`src/rtl/parking_pkg.sv`:
```
// Shared types and sizes for the parking gate blocks: entry FSM states and code geometry.
package parking_pkg;

    typedef enum logic [1:0] {
        IDLE    = 2'd0,
        COLLECT = 2'd1,
        READY   = 2'd2
    } entry_state_t;

    localparam int NUM_DIGITS = 4;
    localparam int CODE_WIDTH = 16;

    function automatic logic is_bcd(input logic [3:0] value);
        return value <= 4'd9;
    endfunction

endpackage

```
`src/rtl/inactivity_timer.sv`:
```
// Counts idle cycles while enabled and flags when the idle limit has been reached.
module inactivity_timer #(
    parameter int TIMEOUT_CYCLES = 1000
) (
    input  logic clk,
    input  logic rst,
    input  logic restart,
    input  logic enable,
    output logic expired
);

    localparam int CW = $clog2(TIMEOUT_CYCLES + 1);

    logic [CW-1:0] count;

    // Held at zero while disabled so every new entry starts from a clean count.
    always_ff @(posedge clk or negedge rst) begin
        if (!rst) begin
            count <= '0;
        end else if (restart || !enable) begin
            count <= '0;
        end else if (count != CW'(TIMEOUT_CYCLES)) begin
            count <= count + CW'(1);
        end
    end

    assign expired = enable && (count == CW'(TIMEOUT_CYCLES));

endmodule

```
`src/rtl/keypad_code_entry.sv`:
```
// Gate keypad front end: collects a 4-digit BCD code per vehicle and reports ack/error/timeout.
module keypad_code_entry
    import parking_pkg::entry_state_t, parking_pkg::IDLE, parking_pkg::COLLECT,
           parking_pkg::READY, parking_pkg::CODE_WIDTH, parking_pkg::is_bcd;
#(
    parameter int TIMEOUT_CYCLES = 1000,
    parameter int NUM_DIGITS     = parking_pkg::NUM_DIGITS
) (
    input  logic                  clk,
    input  logic                  rst,
    input  logic                  vehicle_arrival,
    input  logic [3:0]            digit,
    input  logic                  digit_valid,
    input  logic                  enter_key,
    input  logic                  clear_key,
    output logic [CODE_WIDTH-1:0] code,
    output logic                  code_ack,
    output logic [2:0]            digit_count,
    output logic                  entry_error,
    output logic                  entry_timeout
);

    localparam logic [2:0] LAST_DIGIT = 3'(NUM_DIGITS - 1);

    entry_state_t state;
    logic         arrival_q;
    logic         any_strobe;
    logic         timer_expired;

    assign any_strobe = digit_valid | enter_key | clear_key;

    inactivity_timer #(
        .TIMEOUT_CYCLES(TIMEOUT_CYCLES)
    ) u_timer (
        .clk     (clk),
        .rst     (rst),
        .restart (any_strobe || timer_expired),
        .enable  (state != IDLE),
        .expired (timer_expired)
    );

    // arrival_q resets high so a vehicle already waiting through reset must re-arrive.
    always_ff @(posedge clk or negedge rst) begin
        if (!rst) begin
            state         <= IDLE;
            code          <= '0;
            digit_count   <= '0;
            code_ack      <= 1'b0;
            entry_error   <= 1'b0;
            entry_timeout <= 1'b0;
            arrival_q     <= 1'b1;
        end else begin
            arrival_q     <= vehicle_arrival;
            code_ack      <= 1'b0;
            entry_error   <= 1'b0;
            entry_timeout <= 1'b0;
            case (state)
                IDLE: begin
                    if (vehicle_arrival && !arrival_q) begin
                        state       <= COLLECT;
                        code        <= '0;
                        digit_count <= '0;
                    end
                end
                COLLECT, READY: begin
                    // Departure beats timeout, which beats clear > enter > digit.
                    if (!vehicle_arrival) begin
                        state       <= IDLE;
                        code        <= '0;
                        digit_count <= '0;
                    end else if (timer_expired) begin
                        state         <= COLLECT;
                        entry_timeout <= 1'b1;
                        code          <= '0;
                        digit_count   <= '0;
                    end else if (clear_key) begin
                        state       <= COLLECT;
                        code        <= '0;
                        digit_count <= '0;
                    end else if (enter_key) begin
                        if (state == READY) begin
                            state    <= IDLE;
                            code_ack <= 1'b1;
                        end else begin
                            entry_error <= 1'b1;
                            code        <= '0;
                            digit_count <= '0;
                        end
                    end else if (digit_valid && state == COLLECT) begin
                        if (!is_bcd(digit)) begin
                            entry_error <= 1'b1;
                        end else begin
                            code        <= {code[CODE_WIDTH-5:0], digit};
                            digit_count <= digit_count + 3'd1;
                            if (digit_count == LAST_DIGIT) begin
                                state <= READY;
                            end
                        end
                    end
                end
                default: begin
                    state <= IDLE;
                end
            endcase
        end
    end

endmodule

```
`config.mk`:
```
export PLATFORM = sky130hd
export DESIGN_NAME = keypad_code_entry
export DESIGN_NICKNAME = d
export VERILOG_FILES = /design/src/rtl/parking_pkg.sv /design/src/rtl/inactivity_timer.sv /design/src/rtl/keypad_code_entry.sv
export SDC_FILE = /design/constraint.sdc
export NUM_CORES = 1
export LEC_CHECK = 0
export ABC_AREA = 0
export CORE_MARGIN = 5
export CORE_UTILIZATION = 46
export CTS_CLUSTER_DIAMETER = 120
export DETAILED_ROUTE_END_ITERATION = 10
export PLACE_DENSITY = 0.76
export SLEW_MARGIN = 25
export SYNTH_ARGS = -nofsm -noshare
export SYNTH_HDL_FRONTEND = slang
export SYNTH_SLANG_ARGS = --single-unit
```
`constraint.sdc`:
```
create_clock -name clk -period 2.1 [get_ports clk]
set_clock_uncertainty 0.15 [all_clocks]
set_input_delay 0.42 -clock clk [delete_from_list [all_inputs] [get_ports clk]]
set_output_delay 0.42 -clock clk [all_outputs]
set_load 0.02 [all_outputs]
```
==> reports/results.ini <==
[routing]
drt_iter0_markers = 74
post-route-drc-count = 0
first_pass_iters = 4
dr_total_vias = 1374
wirelength_um = 3820
wire_per_inst_um = 15.0
routed_via_density = 5.39
detail-route-antenna-nets = 0

[setup_path]
startpoint_type = flop
endpoint_kind = flop
crit_family = simple AND/OR/NAND/NOR gates
required_ns = 2.17
regToRegStartpoint = u_timer.count[2]
r2r_cells = 5
crit_fanout = 16
cp_num_buf_inv = 1
slowest_stage = or4_4
reg2reg_to = digit_count[2]
reg2reg_slack_ns = 0.03
max_stage_delay_ns = 0.46
critPathArrivalTime_ns = 2.14
worstSetupPathType = reg -> reg
crit_path_cell_trace = or3b_1, or4_4, a2bb2oi_4, buf_12, a22o_1

[finish]
final_cell_mix = dfrtp_1, clkdlybuf4s50_1, buf_4, a22o_1, nor2_1
mostFrequentLayoutCell = dfrtp_1
drive_gt1_frac = 0.244
design_area_um2 = 2360
stdcell_count = 255
nets = 227
postLayoutCoreUtil = 0.690
diodes = 0
syn2layout_area_growth_pct = 41.9

[placed_design]
port-buffer-count = 31
place_area_um2 = 2170
placedCellCount = 238
pre_cts_slack_ns = -0.425
gp_congestion = 0.885
place_hpwl_um = 2820

[power_and_ir_drop]
p_per_area_nw_per_um2 = 680
p_leak_nw = 1.04
peakVddDrop_uv = 381

[synth]
synth_cell_types = 42
synth-main-ff-cell = dfrtp_1
seq_area_frac_synth = 0.528
yosys_warnings = 0
synthCells = 143
syn_nets = 162
synthArstFlopShare = 1.00
synth_area_um2 = 1660
synth_edf_count = 0
syn_area_per_cell_um2 = 11.6
ys_seq_elements = 35

[outcome]
run_status = finished, final reports clean

[global_routing]
grt-ovfl-total = 0
grt_max_degree = 36
grt_util_all_layers = 0.157
grt_pass1_vias = 1373
antenna_found_initial = 0
grt_first_pass_wirelength_um = 6260

[timing]
max-slew-margin-rel = 0.531
fmax_mhz = 483
finalWorstSetupSlack_ns = 0.0300
slew_viol_final = 0
hold_viol = 0
tns_ns = 0
fin_crit_sh = 0.986
period_needed_ns = 2.07
worstMarginPinSlew_ns = 0.699
setup_violations = 0

[cts]
cts_buffer_depth = 2
cts-root-buf = clkbuf_4
clk_latency_ns = 0.33
cts_tree = yes
clock-sinks = 35
cts_htree_levels = 2
cts.clk_slew.worst_paths_ns = 0.11
cts_buffers = 5

[die]
ios = 32
die_area_um2 = 4910
die_w_um = 70.1
rows = 21
die_h_um = 70.1
start_util = 0.486
coreArea_um2 = 3420

[worst_hold_path]
min_path_type = in -> async

[flow_run]
drv_cap = 0

## registers in the layout, summed over array words and instances (netlist names)
signal / count
arrival_q: 1
code: 16
code_ack: 1
digit_count: 3
entry_error: 1
entry_timeout: 1
state: 2
u_timer.count: 10
## cell type report
class	count	area, µm²
Tap cell	46	57.6
Clock inverter	3	20.0
Multi-Input combinational cell	96	767
Sequential cell	35	877
Fill cell	237	1060
Clock buffer	5	37.5
Inverter	8	30.0
Timing Repair Buffer	62	567
## through the flow
stage | hold WS [ns] | power (mW)
6_report | 0.332 | 1.60
5_1_grt | 0.351 | 1.68
3_3_place_gp | 0.338 | 1.11
2_1_floorplan | -0.0256 | 0.971
4_1_cts | 0.337 | 1.53
3_5_place_dp | 0.342 | 1.13
## metal layers
metal | up-vias | GRT usage | share of wire
li1 | 659 | - | -
met1 | 676 | 0.172 | 0.41
met2 | 32 | 0.292 | 0.54
met3 | 7 | 0.0373 | 0.038
met4 | 0 | 0.0574 | 0.014
met5 | - | 0 | 0
## kinds of logic (layout without fill, tap and decap cells)
family                     Yosys count  after routing  synth area share
AOI/OAI and AO/OA                   36             36             0.174
xor gates and xnor gates             6              6            0.0317
adders and majority gates            9              9            0.0678
buffers and inverters               12             78            0.0369
DFF                                 35             35             0.528
muxes                                2              2            0.0136
and+or+nand+nor                     43             43             0.148
## what timing repair did
item	4_1_cts	5_1_grt
gates resized for setup	4	6
pin swaps	0	4
setup endpoints to repair	30	18
hold buffers	0	0
setup buffers	1	8
## Yosys cell counts (all sizes together) (2+ instances only)
cell type,instances,area (µm²)
o21ai,3,15.0
buf,4,31.3
and3,2,12.5
or4,2,18.8
mux2,2,22.5
nand2,8,30.0
ha,9,113
dfrtp,34,851
or3,2,12.5
xor2,2,17.5
inv,8,30.0
nor3,5,25.0
nor2,9,33.8
xnor2,4,35.0
nand3,3,15.0
a22o,18,158
a21oi,6,30.0
nor4,3,25.0
## power breakdown
part           internal [mW]  switching (mW)
Sequential             0.701          0.0202
Combinational          0.270           0.261
Clock                  0.128           0.224
Total                   1.10           0.505
## worst max path at each step
stage,cells after the start,end,start
floorplan,6,code[4],u_timer.count[2]
global placement,5,digit_count[0],vehicle_arrival
detailed placement,5,digit_count[0],vehicle_arrival
CTS,7,state[0],state[0]
global route,7,code[8],u_timer.count[0]
finish,5,digit_count[2],u_timer.count[2]
No activity file was read; power rests on OpenSTA's default activity.
